`src/rtl/mem_port_arbiter_if.sv`:
```
// Bundle of requester and memory-side signals for the two-port memory arbiter.
// The arbiter uses the slave view; the surrounding system uses the master view.
interface mem_port_arbiter_if;
    logic        req0;
    logic [63:0] addr0;
    logic        req1;
    logic [63:0] addr1;
    logic [63:0] wdata1;
    logic        we1;
    logic        done0;
    logic        done1;
    logic        err0;
    logic        err1;
    logic [63:0] rdata;
    logic        sel;
    logic        mem_valid;
    logic [63:0] mem_addr;
    logic [63:0] mem_wdata;
    logic        mem_we;
    logic        mem_ready;
    logic [63:0] mem_rdata;

    modport slave (
        input  req0, addr0, req1, addr1, wdata1, we1, mem_ready, mem_rdata,
        output done0, done1, err0, err1, rdata, sel,
               mem_valid, mem_addr, mem_wdata, mem_we
    );

    modport master (
        output req0, addr0, req1, addr1, wdata1, we1, mem_ready, mem_rdata,
        input  done0, done1, err0, err1, rdata, sel,
               mem_valid, mem_addr, mem_wdata, mem_we
    );
endinterface

```
`src/rtl/mem_port_arbiter.sv`:
```
// Round-robin arbiter sharing one 64-bit memory port between instruction fetch
// (port 0) and data load/store (port 1), with an optional BUSY timeout.
module mem_port_arbiter #(
    parameter int TIMEOUT = 16,
    parameter int CNT_W   = 8
) (
    input  logic                clk,
    input  logic                reset,
    mem_port_arbiter_if.slave   bus
);

    localparam logic             TIMEOUT_EN = (TIMEOUT != 0);
    localparam logic [CNT_W-1:0] CNT_LAST   = (TIMEOUT == 0) ? {CNT_W{1'b0}} : CNT_W'(TIMEOUT - 1);
    localparam logic [CNT_W-1:0] CNT_MAX    = {CNT_W{1'b1}};
    localparam logic [CNT_W-1:0] CNT_ONE    = CNT_W'(1);

    typedef enum logic [0:0] {
        ST_IDLE = 1'b0,
        ST_BUSY = 1'b1
    } state_t;

    state_t      state_r, state_s;
    logic [CNT_W-1:0] cnt_r, cnt_s;
    logic        last_r, last_s;
    logic        sel_r, sel_s;
    logic        mem_valid_r, mem_valid_s;
    logic [63:0] mem_addr_r, mem_addr_s;
    logic [63:0] mem_wdata_r, mem_wdata_s;
    logic        mem_we_r, mem_we_s;
    logic        done0_r, done0_s;
    logic        done1_r, done1_s;
    logic        err0_r, err0_s;
    logic        err1_r, err1_s;
    logic [63:0] rdata_r, rdata_s;

    // A requester whose done pulse is still out has not had a chance to drop req yet.
    logic elig0_s, elig1_s, grant0_s, grant1_s;
    assign elig0_s  = bus.req0 & ~done0_r;
    assign elig1_s  = bus.req1 & ~done1_r;
    assign grant0_s = elig0_s & (~elig1_s | last_r);
    assign grant1_s = elig1_s & (~elig0_s | ~last_r);

    // Next-state and next-output computation for the IDLE/BUSY controller.
    always_comb begin
        state_s     = state_r;
        cnt_s       = cnt_r;
        last_s      = last_r;
        sel_s       = sel_r;
        mem_valid_s = mem_valid_r;
        mem_addr_s  = mem_addr_r;
        mem_wdata_s = mem_wdata_r;
        mem_we_s    = mem_we_r;
        done0_s     = 1'b0;
        done1_s     = 1'b0;
        err0_s      = 1'b0;
        err1_s      = 1'b0;
        rdata_s     = rdata_r;

        case (state_r)
            ST_IDLE: begin
                mem_valid_s = 1'b0;
                if (grant0_s) begin
                    sel_s       = 1'b0;
                    last_s      = 1'b0;
                    mem_addr_s  = bus.addr0;
                    mem_wdata_s = 64'h0;
                    mem_we_s    = 1'b0;
                    mem_valid_s = 1'b1;
                    cnt_s       = {CNT_W{1'b0}};
                    state_s     = ST_BUSY;
                end else if (grant1_s) begin
                    sel_s       = 1'b1;
                    last_s      = 1'b1;
                    mem_addr_s  = bus.addr1;
                    mem_wdata_s = bus.wdata1;
                    mem_we_s    = bus.we1;
                    mem_valid_s = 1'b1;
                    cnt_s       = {CNT_W{1'b0}};
                    state_s     = ST_BUSY;
                end else begin
                    state_s = ST_IDLE;
                end
            end
            ST_BUSY: begin
                // Completion takes priority over a timeout landing on the same edge.
                if (bus.mem_ready) begin
                    rdata_s     = bus.mem_rdata;
                    done0_s     = ~sel_r;
                    done1_s     = sel_r;
                    mem_valid_s = 1'b0;
                    state_s     = ST_IDLE;
                end else if (TIMEOUT_EN && (cnt_r == CNT_LAST)) begin
                    rdata_s     = 64'h0;
                    done0_s     = ~sel_r;
                    done1_s     = sel_r;
                    err0_s      = ~sel_r;
                    err1_s      = sel_r;
                    mem_valid_s = 1'b0;
                    state_s     = ST_IDLE;
                end else if (cnt_r != CNT_MAX) begin
                    cnt_s = cnt_r + CNT_ONE;
                end else begin
                    cnt_s = cnt_r;
                end
            end
            default: begin
                state_s     = ST_IDLE;
                mem_valid_s = 1'b0;
            end
        endcase
    end

    // State and output registers; reset parks in IDLE with port 0 favoured next.
    always_ff @(posedge clk) begin
        if (reset) begin
            state_r     <= ST_IDLE;
            cnt_r       <= {CNT_W{1'b0}};
            last_r      <= 1'b1;
            sel_r       <= 1'b0;
            mem_valid_r <= 1'b0;
            mem_addr_r  <= 64'h0;
            mem_wdata_r <= 64'h0;
            mem_we_r    <= 1'b0;
            done0_r     <= 1'b0;
            done1_r     <= 1'b0;
            err0_r      <= 1'b0;
            err1_r      <= 1'b0;
            rdata_r     <= 64'h0;
        end else begin
            state_r     <= state_s;
            cnt_r       <= cnt_s;
            last_r      <= last_s;
            sel_r       <= sel_s;
            mem_valid_r <= mem_valid_s;
            mem_addr_r  <= mem_addr_s;
            mem_wdata_r <= mem_wdata_s;
            mem_we_r    <= mem_we_s;
            done0_r     <= done0_s;
            done1_r     <= done1_s;
            err0_r      <= err0_s;
            err1_r      <= err1_s;
            rdata_r     <= rdata_s;
        end
    end

    assign bus.done0     = done0_r;
    assign bus.done1     = done1_r;
    assign bus.err0      = err0_r;
    assign bus.err1      = err1_r;
    assign bus.rdata     = rdata_r;
    assign bus.sel       = sel_r;
    assign bus.mem_valid = mem_valid_r;
    assign bus.mem_addr  = mem_addr_r;
    assign bus.mem_wdata = mem_wdata_r;
    assign bus.mem_we    = mem_we_r;

endmodule

```
`src/flat_wrapper.sv`:
```
// flat-port wrapper written by rule: the top's interface ports become plain ports
module mem_port_arbiter_flat 
#(
    parameter int TIMEOUT = 16,
    parameter int CNT_W   = 8
)
  (clk, reset, bus_req0, bus_addr0, bus_req1, bus_addr1, bus_wdata1, bus_we1, bus_mem_ready, bus_mem_rdata, bus_done0, bus_done1, bus_err0, bus_err1, bus_rdata, bus_sel, bus_mem_valid, bus_mem_addr, bus_mem_wdata, bus_mem_we);
  mem_port_arbiter_if bus_i ();
  input  logic clk;
  input  logic reset;
  input wire logic [$bits(bus_i.req0)-1:0] bus_req0;
  input wire logic [$bits(bus_i.addr0)-1:0] bus_addr0;
  input wire logic [$bits(bus_i.req1)-1:0] bus_req1;
  input wire logic [$bits(bus_i.addr1)-1:0] bus_addr1;
  input wire logic [$bits(bus_i.wdata1)-1:0] bus_wdata1;
  input wire logic [$bits(bus_i.we1)-1:0] bus_we1;
  input wire logic [$bits(bus_i.mem_ready)-1:0] bus_mem_ready;
  input wire logic [$bits(bus_i.mem_rdata)-1:0] bus_mem_rdata;
  output wire logic [$bits(bus_i.done0)-1:0] bus_done0;
  output wire logic [$bits(bus_i.done1)-1:0] bus_done1;
  output wire logic [$bits(bus_i.err0)-1:0] bus_err0;
  output wire logic [$bits(bus_i.err1)-1:0] bus_err1;
  output wire logic [$bits(bus_i.rdata)-1:0] bus_rdata;
  output wire logic [$bits(bus_i.sel)-1:0] bus_sel;
  output wire logic [$bits(bus_i.mem_valid)-1:0] bus_mem_valid;
  output wire logic [$bits(bus_i.mem_addr)-1:0] bus_mem_addr;
  output wire logic [$bits(bus_i.mem_wdata)-1:0] bus_mem_wdata;
  output wire logic [$bits(bus_i.mem_we)-1:0] bus_mem_we;
  assign bus_i.req0 = bus_req0;
  assign bus_i.addr0 = bus_addr0;
  assign bus_i.req1 = bus_req1;
  assign bus_i.addr1 = bus_addr1;
  assign bus_i.wdata1 = bus_wdata1;
  assign bus_i.we1 = bus_we1;
  assign bus_i.mem_ready = bus_mem_ready;
  assign bus_i.mem_rdata = bus_mem_rdata;
  assign bus_done0 = bus_i.done0;
  assign bus_done1 = bus_i.done1;
  assign bus_err0 = bus_i.err0;
  assign bus_err1 = bus_i.err1;
  assign bus_rdata = bus_i.rdata;
  assign bus_sel = bus_i.sel;
  assign bus_mem_valid = bus_i.mem_valid;
  assign bus_mem_addr = bus_i.mem_addr;
  assign bus_mem_wdata = bus_i.mem_wdata;
  assign bus_mem_we = bus_i.mem_we;
  mem_port_arbiter #(.TIMEOUT(TIMEOUT), .CNT_W(CNT_W)) u_core (.clk(clk), .reset(reset), .bus(bus_i));
endmodule
```
`config.mk`:
```
export PLATFORM = sky130hd
export DESIGN_NAME = mem_port_arbiter_flat
export DESIGN_NICKNAME = d
export VERILOG_FILES = /design/src/rtl/mem_port_arbiter_if.sv /design/src/rtl/mem_port_arbiter.sv /design/src/flat_wrapper.sv
export SDC_FILE = /design/constraint.sdc
export NUM_CORES = 1
export LEC_CHECK = 0
export CORE_AREA = 2 2 180 182
export DETAILED_ROUTE_END_ITERATION = 10
export DIE_AREA = 0 0 182 184
export PLACE_DENSITY_LB_ADDON = 0.05
export SLEW_MARGIN = 25
export SYNTH_ARGS = -nofsm -noshare
export SYNTH_HDL_FRONTEND = slang
export SYNTH_SLANG_ARGS = --single-unit
```
`constraint.sdc`:
```
create_clock -name clk -period 5.25 [get_ports clk]
set_clock_uncertainty 0.2 [all_clocks]
set_input_delay 1.05 -clock clk [delete_from_list [all_inputs] [get_ports clk]]
set_output_delay 1.05 -clock clk [all_outputs]
set_load 0.02 [all_outputs]
```
Word level (Yosys, flattened, before mapping)
Index checks and enable logic that the tools add are counted.
- reduce and logical (&&, ||, !) cells: 7
- add/subtract/negate cells: 1
- eq/ne operators: 7
- multiply operators: 0
- muxes and demuxes: 28
- magnitude comparators: 0
- bitwise gates (word level): 13
- div/mod/pow operators: 0
- shifts and indexed selects: 0
- operator list (kind ; count):
    64-bit 2-to-1 mux ; 6
    8-bit 2-to-1 mux ; 5
    8-bit one-hot mux with 2 select lines ; 1
    1-bit 2-to-1 mux ; 14
    8-bit by 1-bit adder with 8-bit output (second input constant) ; 1
    8-bit by 4-bit equality test with 1-bit output (second input constant) ; 1
    8-bit inequality test (second input constant) ; 1
    1-bit inverter ; 7
    2-bit inequality test (second input constant) ; 3
    1-bit AND ; 4
    1-bit one-hot mux with 2 select lines ; 2
    2-bit AND reduction ; 2
    4-bit AND reduction ; 1
    2-bit nonzero test ; 2
    3-bit by 1-bit inequality test with 1-bit output (second input constant) ; 1
    3-bit inequality test (second input constant) ; 1
    3-bit OR reduction ; 1
    1-bit bitwise OR ; 2
    2-bit OR reduction ; 1
- flip-flop bits (word level): 209
- output and inout port bits: 199
- latch bits: 0
- bits in writable memories: 0
- memory bits (read-only): 0
- memories: 0
- input bits: 262

Depth between registers and ports, before layout
- depth in word-level cells: 8
- mapped depth: 7
- mapped depth without buffers: 5

Least setup slack after synthesis
OpenSTA, ideal clock, no wires.
- path type: input port to flip-flop
- from: input bus_req0
- to: register u_core.cnt_r[3]
- stages on the path: 6
- data required time: 4.929 ns
- slack: 2.998 ns
- setup time: 0.121 ns
- data arrival time: 1.931 ns
- path through: nand2b_1 > a21o_1 > buf_2 > buf_2 > a221oi_1 > o2bb2ai_1
- word-level cells in the longest chain between the ends: 6
- RTL lines (element ; RTL line ; text):
    from (decl) ; flat_wrapper.sv:11 ; input wire logic [$bits(bus_i.req0)-1:0] bus_req0;
    1-bit AND * ; mem_port_arbiter.sv:38 ; assign elig0_s = bus.req0 & ~done0_r;
    1-bit inverter ; mem_port_arbiter.sv:41 ; assign grant1_s = elig1_s & (~elig0_s | ~last_r);
    1-bit bitwise OR ; mem_port_arbiter.sv:41 ;
    1-bit AND ; mem_port_arbiter.sv:41 ;
    3-bit by 1-bit inequality test with 1-bit output (no source line) ; n/a ;
    4-bit AND reduction (no source line) ; n/a ;
    to (signal assigned) ; mem_port_arbiter.sv:117 ; cnt_r <= {CNT_W{1'b0}};
    to (signal assigned) ; mem_port_arbiter.sv:131 ; cnt_r <= cnt_s;
    to (decl) ; mem_port_arbiter.sv:23 ; logic [CNT_W-1:0] cnt_r, cnt_s;
Mark *: on every way between the ends. The rest lies on a longest branch, timed or not.
A chain may end at the register's enable or synchronous reset.

Final worst setup path
- from: register u_core.sel_r, in the netlist u_core.bus.sel
- to: output bus_sel
- RTL lines (element ; RTL line ; text):
    from (decl) ; mem_port_arbiter.sv:25 ; logic sel_r, sel_s;
    from (signal assigned) ; mem_port_arbiter.sv:133 ; sel_r <= sel_s;
    to (decl) ; flat_wrapper.sv:24 ; output wire logic [$bits(bus_i.sel)-1:0] bus_sel;
No word-level cell between the ends.

==> run_results.csv <==
group,metric,value,unit
drt,viasPerCell,4.56,
setup_path,worst-setup-path-type,"reg2out",
setup_path,crit_path_end_kind,"output port",
setup_path,path_buf_inv,1,
yosys,syn-cell-area,0.00815,mm²
setup_path,crit_chain,"clkdlybuf4s50_1",
clock_network,clkSlewWorstSetupHoldPaths,0.06,ns
floorplanning,die_area,0.0335,mm²
drt,drt-total-wl,30200,µm
worst_hold_path,hp-class,"reg2reg",
timing,clock.fmax,348,MHz
setup_path,arrival,1.63,ns
drt,drc,0,
global_routing,grt_max_degree,107,
drt,route.detailed.wl_per_inst,17.5,µm
place,io_buffers,460,
setup_path,crit_start,"u_core.bus.sel",
final_layout,nets,1565,
floorplanning,die_h,184,µm
clock_network,cts-root-buf,"clkbuf_16",
timing,final_max_slew_viol_count,0,
yosys,yosysSeqAreaShare,51.3,%
timing,setup_tns,0,ns
global_routing,antenna_found_initial,2,
drt,drtIter0Drc,380,
final_layout,nFillCells,3113,
final_layout,drive_gt1_share,5.07,%
floorplanning,core_area,0.0314,mm²
floorplanning,io_pins,461,
yosys,synth_edf_count,0,
outcome,outcome,"complete, no violations",
timing,setup_violations,0,
final_layout,layout_common_cells,"clkdlybuf4s50_1, dfxtp_1, nor2_1",
setup_path,critPathMaxFanout,4,
setup_path,cp_top_family,"buffers and inverters",
yosys,yosys.area_share.adder,0.154,%
power,power.total,4.49,mW
yosys,yosys.area_share.simple,12.0,%
timing,worst_slew_pin_slew,0.853,ns
final_layout,areaGrowthSynthToFinish,69.7,%
clock_network,tritoncts,"yes",
yosys,synth_compound_area_share,22.3,%
timing,timing.final.crit_share,54.8,%
setup_path,critPathLaunchType,"flop",
yosys,synth-xor-area-share,0,%
place,globalplace.congestion,0.791,
clock_network,ctsResizeCount,0,
global_routing,grt_pass1_wl,44700,µm
yosys,muxShareOfSynthArea,8.11,%
place,dpl-instance-area,0.0129,mm²
drt,antenna_left,0,
yosys,async_flop_share,0,%
place,dpl.hpwl,20800,µm
power,power.leakage,5.11,nW
job,drv_cap,0,
setup_path,reg2reg_slack,2.78,ns
timing,min_period,2.88,ns
yosys,ys_ff_latch,209,
clock_network,cts.sinks,209,
yosys,synth_flop_cell,"dfxtp_1",
setup_path,r2r-start,"u_core.state_r",
setup_path,cpPeakStageDelay,0.71,ns
global_routing,first_global_vias,7659,
clock_network,post_cts_buffers,0,
yosys,ys_warn_count,0,
floorplanning,dieWidth,182,µm
yosys,synth_top_family_by_area,"compound AO/OA/AOI/OAI gates",
drt,first_pass_iters,4,
floorplanning,start_util,26.0,%
global_routing,grt_usage,16.8,%
clock_network,clockBufferDepth,3,
timing,timing.hold.ws,0.276,ns
floorplanning,rows,65,
global_routing,overflow,0,
timing,rsz0062_at_grt,"false",
clock_network,numCtsBuffers,26,
clock_network,holdBufCountCts,0,
power,ir_drop,215,µV
setup_path,required,4.00,ns
timing,final-hold-violation-count,0,
clock_network,htree_num_levels,1,
yosys,ys_types,42,
yosys,syn_inst,883,
power,power.density,325,mW/mm²
timing,relSlewSlack,43.2,%
yosys,synthesis.area_per_instance,9.23,µm²
drt,dr_total_vias,7877,
worst_hold_path,worstHoldStart,"u_core.bus.rdata[11]",
final_layout,final_area,0.0138,mm²
yosys,synth_nets,1146,
clock_network,clkLatencyLatePin,0.53,ns
final_layout,layout_commonest_cell,"clkdlybuf4s50_1",
setup_path,critPathSlowestCell,"clkdlybuf4s50_1",
## flip-flops by register name, indices dropped and copies added (netlist names)
signal / cells
u_core.bus.done0: 1
u_core.bus.mem_valid: 1
u_core.bus.err1: 1
u_core.state_r: 1
u_core.bus.mem_wdata: 64
u_core.bus.rdata: 64
u_core.cnt_r: 8
u_core.bus.mem_we: 1
u_core.bus.sel: 1
u_core.last_r: 1
u_core.bus.done1: 1
u_core.bus.err0: 1
u_core.bus.mem_addr: 64
## through the flow
stage / worst slack [ns] / cells / util [%]
4_1_cts: 2.31 / 1724 / 44.0
3_5_place_dp: 1.78 / 1676 / 41.2
5_1_grt: 2.28 / 1726 / 44.1
2_1_floorplan: 3.00 / 883 / -
3_3_place_gp: 1.77 / 1675 / 41.1
6_report: 2.37 / 1726 / 44.1
## kinds of logic (layout without fill, tap and decap cells)
group | Yosys count | count (layout)
compound gates | 281 | 281
simple gates | 241 | 241
flops | 209 | 209
buf+inv | 85 | 524
mux | 66 | 66
fa+ha+maj | 1 | 1
other cells | 0 | 2
## per-layer routing
| layer | part of all wire, % | global-route usage [%] |
|---|---|---|
| met1 | 41 | 19.8 |
| met2 | 48 | 29.2 |
| met3 | 8.6 | 5.47 |
| met4 | 2.4 | 5.06 |
| met5 | 0 | 0 |
## worst paths after layout
| kind | depth (start not counted) | endpoint |
|---|---|---|
| worst min register to register | 2 | u_core.bus.rdata[11] |
| worst min-delay path | 2 | u_core.bus.rdata[11] |
| worst max-delay path | 1 | bus_sel |
| worst max register to register | 4 | u_core.bus.rdata[47] |
## report_power, final
group	switching, mW	internal [mW]
logic	0.444	0.460
clock network	0.706	1.14
registers	0.0552	1.69
total	1.21	3.29
## cells in the mapped netlist (2+ instances only)
cell type,n,share of area (%)
a211oi_1,63,5.8
a211oi_2,3,0.46
a21o_1,2,0.18
a21oi_1,66,4.1
a21oi_2,2,0.21
a221oi_1,2,0.21
a22oi_1,65,6.0
a31oi_1,2,0.15
and2_1,2,0.15
buf_12,4,0.98
buf_2,15,0.92
buf_4,9,0.83
buf_6,5,0.69
buf_8,2,0.37
clkbuf_1,45,2.1
dfxtp_1,209,51
inv_1,4,0.18
mux2i_1,66,8.1
nand2_1,73,3.4
nand2b_1,2,0.15
nand3_1,6,0.37
nor2_1,141,6.5
nor3_1,6,0.37
nor4_1,2,0.15
o21ai_0,29,1.8
o21ai_1,40,2.5
or3_1,3,0.23
## final cells by class
type / count / area [µm²] / area share [%]
inverter: 5 / 18.8 / 0.136
clock buffer: 41 / 797 / 5.76
timing repair buffer: 471 / 4730 / 34.2
sequential: 209 / 4180 / 30.3
tap: 402 / 503 / 3.64
clock inverter: 7 / 96.3 / 0.697
antenna: 2 / 5.00 / 0.0362
multi-input combinational: 589 / 3490 / 25.3
Note: power is estimated with default switching activity, not from simulation.
==> edit 1: new RTL, config.mk and constraints unchanged <==
`CNT_W` is set to 8 in 2 places; all go to 12.
--- a/src/rtl/mem_port_arbiter.sv
+++ b/src/rtl/mem_port_arbiter.sv
@@ -2,7 +2,7 @@
 // (port 0) and data load/store (port 1), with an optional BUSY timeout.
 module mem_port_arbiter #(
     parameter int TIMEOUT = 16,
-    parameter int CNT_W   = 8
+    parameter int CNT_W   = 12
 ) (
     input  logic                clk,
     input  logic                reset,
--- a/src/flat_wrapper.sv
+++ b/src/flat_wrapper.sv
@@ -2,7 +2,7 @@
 module mem_port_arbiter_flat 
 #(
     parameter int TIMEOUT = 16,
-    parameter int CNT_W   = 8
+    parameter int CNT_W   = 12
 )
   (clk, reset, bus_req0, bus_addr0, bus_req1, bus_addr1, bus_wdata1, bus_we1, bus_mem_ready, bus_mem_rdata, bus_done0, bus_done1, bus_err0, bus_err1, bus_rdata, bus_sel, bus_mem_valid, bus_mem_addr, bus_mem_wdata, bus_mem_we);
   mem_port_arbiter_if bus_i ();
Check against the original RTL: same outputs for any inputs over 4 cycles, from zero or initial values and one cycle with reset high; that may be too few to reach the edited logic, so the function may still have changed.
==> edit 1 against the unedited design <==
Register-to-register slack improved by 0.06 ns; area after synthesis fell by 0.71%; global-route usage decreased by 0.29 points; worst setup slack improved by 0.0020 ns; critical path type unchanged; sequential cell count increased by 4; wire length decreased by 0.97%; final area grew 0.72%; total power rose by 3.6%; critical endpoint unchanged; final cell count decreased by 2.3%.
==> edit 1: results (changes against the unedited design) <==
| Parameter | Reported | vs unedited |
|:---|:---|:---|
| Outcome | finished clean | unchanged |
| Placer congestion estimate | 0.770 | was 0.791 |
| Slowest cell delay on critical path | 0.72 ns |  |
| Proportion of layout cells with a drive suffix above 1 | 4.98% | was 5.07% |
| Maximum number of pins on one net before global-route repair | 88 | was 107 |
| Clock root buffer | clkbuf_16 | unchanged |
| Proportion of register bits with asynchronous set or reset after synthesis | 0% | unchanged |
| Worst r2r src | u_core.cnt_r[0] | was u_core.state_r |
| Hold/Removal Path Class | register to register | unchanged |
| Worst-skew pair later-pin latency | 0.52 ns |  |
| Mapped Nets | 1109 | was 1146 |
| Worst-case hold path end point | u_core.bus.mem_wdata[4] | was u_core.bus.rdata[11] |
| Synth cell count leaders | dfxtp_1 (213), a21oi_1 (76), nand2_1 (72) | was dfxtp_1 (209), nor2_1 (141), nand2_1 (73) |
| Sequential fraction of the synthesis area | 52.7% | was 51.3% |
| Routed vias/inst | 4.66 | was 4.56 |
| Slowest-stage cell, CP | clkdlybuf4s50_1 | unchanged |
| Synth Warn # | 0 | unchanged |
| Start point of the worst min-delay path | u_core.bus.mem_wdata[4] | was u_core.bus.rdata[11] |
| I/O Buffers | 460 | unchanged |
| H-tree lvl count | 1 | unchanged |
| P_leak | 0.00520 µW | was 0.00511 µW |
| Cts bufs inserted | 26 | unchanged |
| Half-perimeter wire length after detailed placement | 20800 µm | about the same |
| Worst reg2reg setup slack | 2.84 ns | was 2.78 ns |
| Routed wire per std cell | 17.7 µm | was 17.5 µm |
| Kind of cell adding the most delay to the critical path | buffers and inverters | unchanged |
| Hold Path Cell Cnt | 2 | unchanged |
| Final #Nets | 1528 | was 1565 |
| Total core area | 31400 µm² | unchanged |
| Count of routing violations after the opening detailed-route iteration | 367 | was 380 |
| Count of distinct cell types in the synthesized netlist | 45 | was 42 |
| Setup repair bufs after CTS | 0 | unchanged |
| Number of antenna violations at the first check in global routing | 0 | was 2 |
| Endpoint arrival time on the critical path | 1.62 ns |  |
| Top cells by area in the synthesized netlist | dfxtp_1 (53%), mux2i_1 (8.0%), a22o_1 (6.7%) | was dfxtp_1 (51%), mux2i_1 (8.1%), nor2_1 (6.5%) |
| Worst-case reg-to-reg path depth | 6 | was 4 |
| Wire length of the first global-routing pass | 44100 µm | was 44700 µm |
| Largest fanout on the critical path | 4 | unchanged |
| Clk buf depth | 3 | unchanged |
| Register clock-pin slew on the reported worst setup and hold paths | 0.06 ns | about the same |
| Number of diodes added for antenna fixing | 0 | was 2 |
| VDD IR max | 0.220 mV | was 0.215 mV |
| Ys flop type | dfxtp_1 | unchanged |
| Number of detailed-routing iterations run before antenna repair | 4 | unchanged |
| Via count of the first global-routing pass | 7433 | was 7659 |
| Total routing usage reported by global routing | 16.5% | was 16.8% |
| Count of cells resized by post-cts repair | 0 | unchanged |
| Actual transition at the worst max-transition pin | 0.959 ns | was 0.853 ns |
| End of the worst register-to-register path | u_core.bus.rdata[41] | was u_core.bus.rdata[47] |
-- edit 1: cell types whose count changed after synthesis, sizes merged, moves of 3 or more --
cell,delta
nor2,-74
buf,-5
a22oi,-64
clkbuf,+4
nor3,-5
o311ai,+4
a22o,+62
nand3,+8
nor4,+5
and3,+4
a31oi,+3
dfxtp,+4
a21oi,+8
-- edit 1: final cells by class --
class,count,area [µm²]
Inverter,4,15.0
Sequential cell,213,4260
Clock buffer,39,811
Multi-Input combinational cell,550,3510
Clock inverter,8,143
Fill cell,3068,17500
Tap cell,402,503
Timing Repair Buffer,470,4690
-- edit 1: kinds of logic after synthesis --
kind of cell,count (synthesis),share of synthesized area (%)
AND/OR/NAND/NOR,186,10.2
flip-flops,213,52.7
adder cells (fa/ha/maj),1,0.155
multiplexers,65,8.04
AO/OA/AOI/OAI,298,24.4
buffers and inverters,83,4.53
-- edit 1: worst max-delay path by stage --
stage	startpoint	end	slack, ns	depth (start not counted)
after floorplan	bus_req0	u_core.bus.mem_addr[52]	2.83	6
after global placement	bus_mem_ready	u_core.bus.rdata[28]	1.87	5
after detailed placement	bus_mem_ready	u_core.bus.rdata[29]	1.82	5
after CTS	u_core.bus.sel	bus_sel	2.35	1
after global routing	bus_mem_ready	u_core.bus.rdata[59]	2.25	5
final	u_core.bus.sel	bus_sel	2.38	1
-- edit 1: power by group --
part	switching, µW	leakage (µW)	internal (µW)
Clock	714	0.000469	1260
Combinational	434	0.00299	467
Sequential	57.7	0.00175	1730
-- edit 1: routing by layer --
metal,vias up,global-route usage (%),part of all wire [%]
met1,3597,19.8,41
met4,0,4.03,2.2
li1,3934,-,-
met2,298,28.7,49
met5,-,0,0
met3,34,5.33,8.3
-- edit 1: per-stage QoR --
stage               instances  power, µW  cell area (µm²)  setup slack (ns)  hold slack [ns]
floorplan                 846       2230             8090              2.83            0.283
global placement         1639       2730            13000              1.87            0.239
detailed placement       1639       2730            13000              1.82            0.245
CTS                      1686       4740            13900              2.35            0.258
global route             1686       4870            13900              2.25            0.284
finish                   1686       4660            13900              2.38            0.263
==> edit 2: new RTL, same flow settings <==
Without the edit above. Take the reset off `mem_addr_r`, `mem_wdata_r` and `rdata_r` and load them in a clocked block of their own.
--- a/src/rtl/mem_port_arbiter.sv
+++ b/src/rtl/mem_port_arbiter.sv
@@ -118,29 +118,29 @@
             last_r      <= 1'b1;
             sel_r       <= 1'b0;
             mem_valid_r <= 1'b0;
-            mem_addr_r  <= 64'h0;
-            mem_wdata_r <= 64'h0;
             mem_we_r    <= 1'b0;
             done0_r     <= 1'b0;
             done1_r     <= 1'b0;
             err0_r      <= 1'b0;
             err1_r      <= 1'b0;
-            rdata_r     <= 64'h0;
         end else begin
             state_r     <= state_s;
             cnt_r       <= cnt_s;
             last_r      <= last_s;
             sel_r       <= sel_s;
             mem_valid_r <= mem_valid_s;
-            mem_addr_r  <= mem_addr_s;
-            mem_wdata_r <= mem_wdata_s;
             mem_we_r    <= mem_we_s;
             done0_r     <= done0_s;
             done1_r     <= done1_s;
             err0_r      <= err0_s;
             err1_r      <= err1_s;
-            rdata_r     <= rdata_s;
         end
+    end
+
+    always_ff @(posedge clk) begin
+        mem_addr_r  <= mem_addr_s;
+        mem_wdata_r <= mem_wdata_s;
+        rdata_r     <= rdata_s;
     end
 
     assign bus.done0     = done0_r;
Formal check against the unedited RTL: not equivalent (Yosys sat finds a counterexample within 4 cycles, from zero or initial values and one cycle with reset high).
==> edit 2 against the unedited design <==
Synthesized cell count shrank 43%; hold slack improved by 0.019 ns; area after synthesis grew 0.88%; total power shrank 0.75%; wire length decreased by 12%; sequential cell count is the same; maximum frequency down 6.7%; non-clock buffer count shrank 3; final area up 1.8%; sequential power grew 16%; global-route usage fell by 1.7 points; worst setup slack got worse by 0.21 ns; register-to-register slack got worse by 0.38 ns; critical endpoint is now u_core.bus.mem_wdata[9].
==> edit 2: results (changes against the unedited design) <==
| Parameter | Reported | vs unedited |
|:---|:---|:---|
| Half-perimeter wire length after detailed placement | 19800 µm | was 20800 µm |
| Sequential fraction of the synthesis area | 74.3% | was 51.3% |
| Number of enable flip-flop cells after synthesis | 192 | was 0 |
| Instance count after placement with tap cells included | 1347 | was 1676 |
| Number of standard cells after synthesis | 500 | was 883 |
| Outcome | finished clean | unchanged |
| Endpoint arrival time on the critical path | 3.05 ns | was 1.63 ns |
| Headroom to the max-slew limit | 43.9% | was 43.2% |
| Placer congestion estimate | 0.785 | was 0.791 |
| Via count of the first global-routing pass | 6027 | was 7659 |
| Cts bufs inserted | 25 | was 26 |
| P_leak | 0.00498 µW | was 0.00511 µW |
| Hold Path Cell Cnt | 1 | was 2 |
| VDD IR max | 0.194 mV | was 0.215 mV |
| Worst Hold Margin | 0.295 ns | was 0.276 ns |
| Count of filler cells inserted in the layout | 2877 | was 3113 |
| Mapped Nets | 763 | was 1146 |
| Pre-CTS setup slack | 1.64 ns | was 1.78 ns |
| Clock root buffer | clkbuf_16 | unchanged |
| Aggregate routed wire length | 26600 µm | was 30200 µm |
| Count of distinct cell types in the synthesized netlist | 41 | was 42 |
| Synth cell count leaders | edfxtp_1 (192), and2_1 (129), mux2_2 (64) | was dfxtp_1 (209), nor2_1 (141), nand2_1 (73) |
| Worst reg2reg setup slack | 2.40 ns | was 2.78 ns |
| Proportion of layout cells with a drive suffix above 1 | 11.3% | was 5.07% |
| Total routing usage reported by global routing | 15.2% | was 16.8% |
| Largest fanout on the critical path | 75 | was 4 |
| Worst setup path endpoint | u_core.bus.mem_wdata[9] | was bus_sel |
| Final #Nets | 1235 | was 1565 |
| Worst Slack Setup Final | 2.17 ns | was 2.37 ns |
| Post-route insts no fill | 1397 | was 1726 |
| Cell area after synthesis | 8220 µm² | was 8150 µm² |
| Number of antenna violations at the first check in global routing | 5 | was 2 |
| Critical path startpoint | bus_req1 | was u_core.bus.sel |
| Placed inst area | 13300 µm² | was 12900 µm² |
| Worst-case hold path end point | u_core.cnt_r[1] | was u_core.bus.rdata[11] |
| End of the worst register-to-register path | u_core.bus.rdata[0] | was u_core.bus.rdata[47] |
| Count of routing violations after the opening detailed-route iteration | 208 | was 380 |
| Worst r2r src | u_core.cnt_r[7] | was u_core.state_r |
| Top cells by area in the synthesized netlist | edfxtp_1 (70%), and2_1 (9.8%), mux2_2 (8.8%) | was dfxtp_1 (51%), mux2i_1 (8.1%), nor2_1 (6.5%) |
==> edit 2: cell count changes after synthesis, moves of 9 or more <==
cell      unedited run  this run
o21ai_0             29         3
nand2_1             73         6
mux2i_1             66         0
a211oi_1            63         0
nor2_1             141         9
mux2_2               0        64
a22oi_1             65         0
buf_4                9         0
dfxtp_1            209        17
a21oi_1             66         5
o21ai_1             40         0
and2_1               2       129
edfxtp_1             0       192
clkbuf_1            45        14
==> edit 2: power by group <==
group | leakage [µW] | internal, µW | switching (µW) | total (µW)
registers | 0.00202 | 1990 | 39.0 | 2030
logic | 0.00260 | 463 | 388 | 851
clock network | 0.000358 | 912 | 667 | 1580
total | 0.00498 | 3370 | 1090 | 4460
==> edit 2: cells by family (layout without fill, tap and decap cells) <==
family / after synthesis / count (layout) / synth area share [%]
simple gates: 171 / 171 / 12.7
buf+inv: 25 / 515 / 1.28
mux: 64 / 64 / 8.77
fa+ha+maj: 1 / 1 / 0.152
compound gates: 30 / 30 / 2.88
other cells: 0 / 5 / 0
flops: 209 / 209 / 74.3
==> edit 2: cell type report <==
cell class,count,area [µm²],area share [%]
Clock inverter,9,36.3,0.258
Timing Repair Buffer,468,4680,33.3
Tap cell,402,503,3.57
Sequential cell,209,6110,43.4
Multi-Input combinational cell,266,2020,14.4
Clock buffer,36,697,4.95
Antenna cell,5,12.5,0.0889
Inverter,2,12.5,0.0889
==> edit 2: layer usage <==
| layer | track usage, % | part of all wire [%] |
|---|---|---|
| met4 | 5.74 | 2.7 |
| met2 | 27.7 | 52 |
| met3 | 5.41 | 9.5 |
| met5 | 0 | 0 |
| met1 | 16.0 | 35 |
==> edit 2: worst max-delay path, stage by stage <==
cell and delay [ns]:
clkdlybuf4s50_1 0.46, nand2b_1 0.10, a21o_1 0.30, inv_6 0.57
buf_4 0.50
